**config.mk**
```make
export PLATFORM = sky130hd
export DESIGN_NAME = uart_rx_deserializer
export DESIGN_NICKNAME = d
export VERILOG_FILES = /design/src/rtl/uart_rx_deserializer.sv
export SDC_FILE = /design/constraint.sdc
export NUM_CORES = 1
export LEC_CHECK = 0
export ABC_AREA = 1
export CAP_MARGIN = 10
export CORE_UTILIZATION = 61
export DETAILED_ROUTE_END_ITERATION = 10
export MAX_ROUTING_LAYER = met4
export PLACE_DENSITY = 0.85
export SYNTH_ARGS = -nofsm -noshare
export SYNTH_HDL_FRONTEND = slang
export SYNTH_SLANG_ARGS = --single-unit
```
**constraint.sdc**
```tcl
create_clock -name clk_i -period 2.9 [get_ports clk_i]
set_input_delay 0.29 -clock clk_i [delete_from_list [all_inputs] [get_ports clk_i]]
set_output_delay 0.29 -clock clk_i [all_outputs]
set_load 0.01 [all_outputs]
```
**src/rtl/uart_rx_deserializer.sv**
```systemverilog
// UART receive deserializer: baud tick generation, input synchroniser, start/data/parity/stop deframing, valid/ready holding register.
// Optional parity checking (pen_i/eps_i/stick_i) is compiled in with `define UART_RX_PARITY_EN.
//
// state     | meaning
// ----------+----------------------------------------------------------
// IDLE      | line idle, waiting for a low sample
// START     | timing to start-bit midpoint, rejects glitches
// DATA      | sampling 5..8 data bits LSB first
// PARITY    | sampling the parity bit
// STOP      | sampling the first stop bit, completes the character
// WAIT_HIGH | stop bit was low, waiting for the line to return high
module uart_rx_deserializer #(
  parameter int OVERSAMPLE  = 16,
  parameter int SYNC_STAGES = 2
) (
  input  logic        clk_i,
  input  logic        rst_i,
  input  logic        rx_i,
  input  logic [15:0] divisor_i,
  input  logic [1:0]  wls_i,
`ifdef UART_RX_PARITY_EN
  input  logic        pen_i,
  input  logic        eps_i,
  input  logic        stick_i,
`endif
  output logic [7:0]  rx_data_o,
  output logic        rx_valid_o,
  input  logic        rx_ready_i,
  output logic        framing_err_o,
  output logic        parity_err_o,
  output logic        break_o,
  output logic        overrun_o,
  output logic        rx_busy_o
);

  localparam int CW = $clog2(OVERSAMPLE);
  localparam logic [CW-1:0] MID_TC  = CW'(OVERSAMPLE / 2 - 1);
  localparam logic [CW-1:0] FULL_TC = CW'(OVERSAMPLE - 1);

  typedef enum logic [2:0] {
    IDLE      = 3'd0,
    START     = 3'd1,
    DATA      = 3'd2,
    PARITY    = 3'd3,
    STOP      = 3'd4,
    WAIT_HIGH = 3'd5
  } state_t;

  logic [SYNC_STAGES-1:0] sync_q;
  logic                   rx_s;
  logic [15:0]            div_cnt_q;
  logic                   tick;

  state_t      state_q, state_d;
  logic [CW-1:0] cnt_q, cnt_d;
  logic [2:0]  bit_idx_q, bit_idx_d;
  logic [7:0]  shift_q, shift_d;
  logic        zero_q, zero_d;
  logic        parity_en;
  logic        done;
  logic [2:0]  last_idx;
  logic        load;

  logic [7:0]  data_q;
  logic        valid_q;
  logic        fe_q;
  logic        brk_q;
  logic        ovr_q;

`ifdef UART_RX_PARITY_EN
  logic par_err_q, par_err_d;
  logic pe_hold_q;
  logic exp_par;

  assign parity_en = pen_i;
  assign exp_par   = stick_i ? ~eps_i : ((^shift_q) ^ ~eps_i);
`else
  assign parity_en = 1'b0;
`endif

  always_ff @(posedge clk_i or posedge rst_i) begin
    if (rst_i) begin
      sync_q <= '1;
    end else begin
      sync_q <= {sync_q[SYNC_STAGES-2:0], rx_i};
    end
  end

  assign rx_s = sync_q[SYNC_STAGES-1];

  // Divisor 0 parks the counter at 0 with the tick suppressed.
  assign tick = (div_cnt_q == 16'd0) && (divisor_i != 16'd0);

  always_ff @(posedge clk_i or posedge rst_i) begin
    if (rst_i) begin
      div_cnt_q <= 16'd0;
    end else if (div_cnt_q == 16'd0) begin
      div_cnt_q <= (divisor_i == 16'd0) ? 16'd0 : divisor_i - 16'd1;
    end else begin
      div_cnt_q <= div_cnt_q - 16'd1;
    end
  end

  assign last_idx = 3'd4 + {1'b0, wls_i};

  always_ff @(posedge clk_i or posedge rst_i) begin
    if (rst_i) begin
      state_q   <= IDLE;
      cnt_q     <= '0;
      bit_idx_q <= 3'd0;
      shift_q   <= 8'd0;
      zero_q    <= 1'b0;
`ifdef UART_RX_PARITY_EN
      par_err_q <= 1'b0;
`endif
    end else begin
      state_q   <= state_d;
      cnt_q     <= cnt_d;
      bit_idx_q <= bit_idx_d;
      shift_q   <= shift_d;
      zero_q    <= zero_d;
`ifdef UART_RX_PARITY_EN
      par_err_q <= par_err_d;
`endif
    end
  end

  // Bit timing uses a down-counter; each state acts when it reaches 0 on a tick.
  always_comb begin
    state_d   = state_q;
    cnt_d     = cnt_q;
    bit_idx_d = bit_idx_q;
    shift_d   = shift_q;
    zero_d    = zero_q;
    done      = 1'b0;
`ifdef UART_RX_PARITY_EN
    par_err_d = par_err_q;
`endif
    case (state_q)
      IDLE: begin
        if (tick && !rx_s) begin
          state_d   = START;
          cnt_d     = MID_TC;
          bit_idx_d = 3'd0;
          shift_d   = 8'd0;
          zero_d    = 1'b1;
`ifdef UART_RX_PARITY_EN
          par_err_d = 1'b0;
`endif
        end
      end
      START: begin
        if (tick) begin
          if (cnt_q == '0) begin
            cnt_d   = FULL_TC;
            state_d = rx_s ? IDLE : DATA;
          end else begin
            cnt_d = cnt_q - CW'(1);
          end
        end
      end
      DATA: begin
        if (tick) begin
          if (cnt_q == '0) begin
            cnt_d            = FULL_TC;
            shift_d[bit_idx_q] = rx_s;
            zero_d           = zero_q & ~rx_s;
            if (bit_idx_q == last_idx) begin
              state_d = parity_en ? PARITY : STOP;
            end else begin
              bit_idx_d = bit_idx_q + 3'd1;
            end
          end else begin
            cnt_d = cnt_q - CW'(1);
          end
        end
      end
      PARITY: begin
        if (tick) begin
          if (cnt_q == '0) begin
            cnt_d   = FULL_TC;
            zero_d  = zero_q & ~rx_s;
            state_d = STOP;
`ifdef UART_RX_PARITY_EN
            par_err_d = rx_s ^ exp_par;
`endif
          end else begin
            cnt_d = cnt_q - CW'(1);
          end
        end
      end
      STOP: begin
        if (tick) begin
          if (cnt_q == '0) begin
            done    = 1'b1;
            state_d = rx_s ? IDLE : WAIT_HIGH;
          end else begin
            cnt_d = cnt_q - CW'(1);
          end
        end
      end
      WAIT_HIGH: begin
        if (tick && rx_s) begin
          state_d = IDLE;
        end
      end
      default: begin
        state_d = IDLE;
      end
    endcase
  end

  // A completing character may replace one that is being accepted in the same cycle.
  assign load = done && (!valid_q || rx_ready_i);

  always_ff @(posedge clk_i or posedge rst_i) begin
    if (rst_i) begin
      data_q    <= 8'd0;
      valid_q   <= 1'b0;
      fe_q      <= 1'b0;
      brk_q     <= 1'b0;
      ovr_q     <= 1'b0;
`ifdef UART_RX_PARITY_EN
      pe_hold_q <= 1'b0;
`endif
    end else begin
      ovr_q <= done && valid_q && !rx_ready_i;
      if (load) begin
        data_q    <= shift_q;
        valid_q   <= 1'b1;
        fe_q      <= ~rx_s;
        brk_q     <= zero_q & ~rx_s;
`ifdef UART_RX_PARITY_EN
        pe_hold_q <= par_err_q;
`endif
      end else if (valid_q && rx_ready_i) begin
        valid_q <= 1'b0;
      end
    end
  end

  assign rx_data_o     = data_q;
  assign rx_valid_o    = valid_q;
  assign framing_err_o = fe_q;
  assign break_o       = brk_q;
  assign overrun_o     = ovr_q;
  assign rx_busy_o     = (state_q != IDLE);
`ifdef UART_RX_PARITY_EN
  assign parity_err_o  = pe_hold_q;
`else
  assign parity_err_o  = 1'b0;
`endif

endmodule
```
After elaboration in Yosys (flattened, before gate mapping)
Cells that the tools add are included.

storage, ports and cells
  output and inout bits = 14
  input port bits = 22
  flip-flop bits (word level) = 49
  word-level logic and storage cells = 115

cells by class
  add/subtract/negate cells = 5
  multiplexer cells = 43
  order comparisons = 2
  bitwise logic cells = 2
  equal/unequal tests = 22
  reductions and logical operators = 29

operators with widths
  cell                     count
  $mux W3                  16
  $logic_not A16 Y1        2
  $mux W16                 2
  $sub A16 B1 Y16 const B  2
  $ne A2 B2 Y1 const B     13
  $mux W8                  3
  $mux W4                  5
  $pmux W3 S6              1
  $pmux W8 S2              1
  $reduce_bool A16 Y1      1
  $pmux W4 S3              1
  $reduce_and A11 Y1       1
  $reduce_and A5 Y1        2
  $mux W1                  9
  $bwmux W8                1
  $logic_and A1 B1 Y1      8
  $reduce_and A4 Y1        2
  $eq A3 B2 Y1 const B     2
  $eq A3 B3 Y1 const B     2
  $ne A2 B1 Y1 const B     3
  $pmux W3 S2              1
  $reduce_bool A2 Y1       3
  $reduce_bool A3 Y1       2
  $logic_not A4 Y1         1
  17 further kinds         19

Logic depth before layout (Yosys ltp)
  depth after elaboration = 8
  mapped depth = 14
  gate-level depth less buffers = 13

Worst setup path before layout
OpenSTA, ideal clock, no wires.

  path type = flip-flop to flip-flop
  start = register div_cnt_q[0]
  end = register bit_idx_q[1]
  data arrival time = 1,674 ps
  required time = 2,782 ps
  setup slack = 1,107 ps
  buffers on the path = 1
  library setup time = 118 ps
  cell stages (with the launch flop) = 13
  period minus slack after synthesis = 1,793 ps
  path through = dfrtp_1 > inv_1 > ha_1 > nand2_2 > nor2_4 > nand2_2 > nor2_4 > buf_6 > nand3_4 > a21boi_4 > nand2_2 > nand2_1 > nand2_1

on the way
  word-level cells in the longest chain between the ends = 5
  elaborated cells on any way between the ends = 6
  those cells by class = 2 x eq/ne; 4 x reduce/logical

RTL lines
  item                             line  source
  from (decl)                      51    logic [15:0] div_cnt_q;
  from (signal assigned)           98    div_cnt_q <= (divisor_i == 16'd0) ? 16'd0 : divisor_i - 16'd1;
  from (signal assigned)           100   div_cnt_q <= div_cnt_q - 16'd1;
  $logic_not A16 Y1 (*)            92    assign tick = (div_cnt_q == 16'd0) && (divisor_i != 16'd0);
  $logic_and A1 B1 Y1 (*)          92
  $logic_and A1 B1 Y1              141   if (tick && !rx_s) begin
  $ne A2 B2 Y1 (no line)           n/a
  $reduce_and A5 Y1 (no line) (*)  n/a
  to (signal assigned)             119   bit_idx_q <= bit_idx_d;
  to (decl)                        56    logic [2:0] bit_idx_q, bit_idx_d;

Every way passes the cells marked *; elsewhere a longest branch is shown, timed or not.
A chain may end at the register's enable or synchronous reset.

Worst setup path after layout
  start = register div_cnt_q[0]
  end = register fe_q (netlist: framing_err_o)

on the way
  word-level cells in the longest chain between the ends = 5

RTL lines
  item                  line  source
  $logic_not A16 Y1     92
  $logic_and A1 B1 Y1   92
  $mux W1               193   if (tick) begin
  $mux W1               139   case (state_q)
  $logic_and A1 B1 Y1   214   assign load = done && (!valid_q || rx_ready_i);
  to (signal assigned)  231   fe_q <= ~rx_s;
  to (decl)             66    logic fe_q;

No other way between the ends.

==> metrics.md <==
| Metric | Value |
|---|---|
| Initial antenna violation count | `0` |
| Crit path kind | `reg2reg` |
| CTS Hold Bufs | `0` |
| Worst setup EP type | `flop` |
| DR vias | `3072` |
| Vias per inst | `5.47` |
| Crit path top cell by count | `nor2_4` |
| Initial Utilization | `63.5%` |
| R2R Path End | `framing_err_o$_DFFE_PP0P_` |
| Design area | `0.00369 mm2` |
| Post-synth top cells | `124 x nand2_1, 55 x inv_1, 52 x nor2_1` |
| Syn-to-layout area delta | `13.9%` |
| Asr flop ratio synth | `100%` |
| CTS Buf Count | `5` |
| Worst-path fanout max | `11` |
| Share of the synthesized area in the top cell type | `36.3%` |
| CTS tree | `yes` |
| Clock latency at the later pin of the worst-skew pair | `300 ps` |
| Port bufs | `34` |
| Syn nets | `485` |
| Total Neg Setup Slack | `0 ps` |
| Leakage | `1.72 nW` |
| Final worst setup slack | `658 ps` |
| Largest net degree at the start of global routing | `50` |
| GPL Wtd Cong | `0.971` |
| HP Start | `sync_q[0]$_DFF_PP1_` |
| 1st-pass router iterations | `5` |
| Reg clk slew, reported paths | `90 ps` |
| Endpoints failing setup | `0` |
| Worst path max stage delay | `390 ps` |
| HPWL Detailed | `5.62 mm` |
| DIE HEIGHT | `74.9 um` |
| Synth area leaders | `dfrtp_1 36%, nand2_1 14%, inv_1 6.4%` |
| Post-DRT Antenna Nets | `0` |
| Detailed-route DRC error count | `0` |
| Crit path max-delay family | `simple AND/OR/NAND/NOR gates` |
| Synth Cell Area | `0.00324 mm2` |
| CP Data Required Time | `3100 ps` |
| Pwr Density | `314 mW/mm2` |
| Number of flops mapped to enable cells by yosys | `0` |
| Worst r2r src | `div_cnt_q[0]$_DFF_PP0_` |
| Syn_area_per_cell | `7.08 um2` |
| Nets | `518` |
| Status | `complete, no violations` |
| CP max stage cell | `dfrtp_1` |
| Global route overflow | `0` |
| Unique masters post-synth | `39` |
| Final hold viol count | `0` |
| Dpl ws | `637 ps` |
| Share of layout cells above drive strength 1 | `7.52%` |
| Ports | `36` |
| Top FF cell, synth | `dfrtp_1` |
| Worst slew margin | `34.5%` |
| # resized after CTS | `0` |
| Unrepaired setup endpoints after global routing | `no` |
| Hold EP | `sync_q[1]$_DFF_PP1_` |
| Die area | `0.00561 mm2` |
| Routed wire per std cell | `12.7 um` |
| Worst min path class | `reg2reg` |
| Critical path, cell by cell | `inv_1, ha_1, nand2_2, nor2_4, nand2_2, nor2_4, nand4_1, nor2_4, inv_2, nand2_1, o21ai_2` |
| CTS Buffer Depth | `2` |
| Max VDD drop | `196 uV` |
| Overall routing resource usage | `28.8%` |
| Worst-Margin Slew | `981 ps` |
| CP startpoint kind | `flop` |
| Routed Wire Length | `7.13 mm` |
| Core Region | `0.00511 mm2` |
| Placed Area | `0.00361 mm2` |
| Fmax | `446 MHz` |
| FF-to-FF setup slack | `660 ps` |
| Hold Crit Depth | `0` |
| Antenna cells | `0` |
| Register area share after synthesis | `37.9%` |
| Row cnt | `26` |
| Vias in the first global route | `2923` |
| Slew Limit Fails | `0` |
| Yosys warns | `0` |
| First-pass GRT wire length | `12.0 mm` |
| Number of H-tree levels | `2` |
| Die width | `74.9 um` |
| FF-to-FF path depth | `11` |
| Critical Path AT | `2440 ps` |
| FF+latch count, synth | `49` |
| Clock root buffer | `clkbuf_8` |
| Count leader, synth | `nand2_1` |
| Initial DRC Count | `131` |
| Clock Sinks | `49` |
| Worst Path Buf+Inv | `2` |
| Fin crit period | `2240 ps` |
| Cell count after synthesis | `458` |
| Area leader, netlist | `dfrtp_1` |
| Worst Skew | `9.82 ps` |
| Fin crit share | `77.3%` |
| Max Cap Viol | `0` |
| Post-CTS Setup Inserts | `0` |
==> stage by stage <==
stage | hold WS [ps] | utilization [%] | std cells | power, mW
after global routing | 368 | 72.3 | 562 | 1.21
final | 359 | 72.3 | 562 | 1.16
after detailed placement | 347 | 70.7 | 554 | 0.784
after global placement | 347 | 70.7 | 554 | 0.782
after floorplan | 294 | - | 458 | 0.737
after CTS | 360 | 72.3 | 562 | 1.16
==> report_power, final <==
group	switching, mW	total, mW	internal, mW
logic	0.0453	0.0824	0.0371
clock network	0.221	0.389	0.168
registers	0.00234	0.688	0.685
total	0.269	1.16	0.890
==> layer usage <==
layer  up-vias  wire length, um  global-route usage, %
li1       1548                -                      -
met1      1433             2970                   31.9
met2        74             3760                   53.1
met3        17              278                   4.15
met4         0              127                   9.22
met5         -                0                      -
==> layout make-up <==
class                      count  area, um2
sequential                    49       1230
clock inverter                 2       10.0
multi-input combinational    339       1710
tap                           70       87.6
clock buffer                   6       72.6
timing repair buffer          36        355
fill                         441       1420
inverter                      60        225
==> cells by family after synthesis <==
| logic type | share of synthesized area, % |
|---|---|
| and+or+nand+nor | 37.3 |
| buffers and inverters | 9.30 |
| AOI/OAI and AO/OA | 9.41 |
| DFF | 37.9 |
| xor gates and xnor gates | 4.05 |
| adders and majority gates | 1.93 |
| other | 0.116 |
==> state kept, by name (all words and copies together) (netlist names) <==
register,cells
div_cnt_q,16
shift_q,8
sync_q,2
rx_data_o,8
state_q,3
overrun_o,1
cnt_q,4
framing_err_o,1
zero_q,1
bit_idx_q,3
rx_valid_o,1
break_o,1
==> worst max path at each step <==
stage / endpoint / startpoint / cells past startpoint
3_3_place_gp: framing_err_o$_DFFE_PP0P_ / divisor_i[0] / 11
3_5_place_dp: rx_data_o[3]$_DFFE_PP0P_ / divisor_i[0] / 11
2_1_floorplan: bit_idx_q[1]$_DFFE_PP0P_ / div_cnt_q[0]$_DFF_PP0_ / 12
4_1_cts: framing_err_o$_DFFE_PP0P_ / div_cnt_q[0]$_DFF_PP0_ / 11
6_report: framing_err_o$_DFFE_PP0P_ / div_cnt_q[0]$_DFF_PP0_ / 11
5_1_grt: framing_err_o$_DFFE_PP0P_ / div_cnt_q[0]$_DFF_PP0_ / 11
==> cell usage in the layout (no fill, tap or decap), drive strengths merged <==
master	Yosys	layout
a21boi	1	1
or2	1	1
xor2	9	9
a31oi	2	2
xnor2	6	6
nand3b	1	1
conb	1	1
clkinv	1	3
buf	9	2
and3	1	1
clkbuf	1	6
nand3	34	34
clkdlybuf4s50	0	34
dfrtp	47	47
nor3	14	14
nor2	59	59
nor3b	1	1
nand4	23	23
dfstp	2	2
o22ai	7	7
o32ai	1	1
o21ai	28	28
inv	59	59
ha	5	5
nor4	1	1
and2	1	1
nand2	131	131
a21oi	11	11
o31ai	1	1
Note: power is estimated with default switching activity, not from simulation.
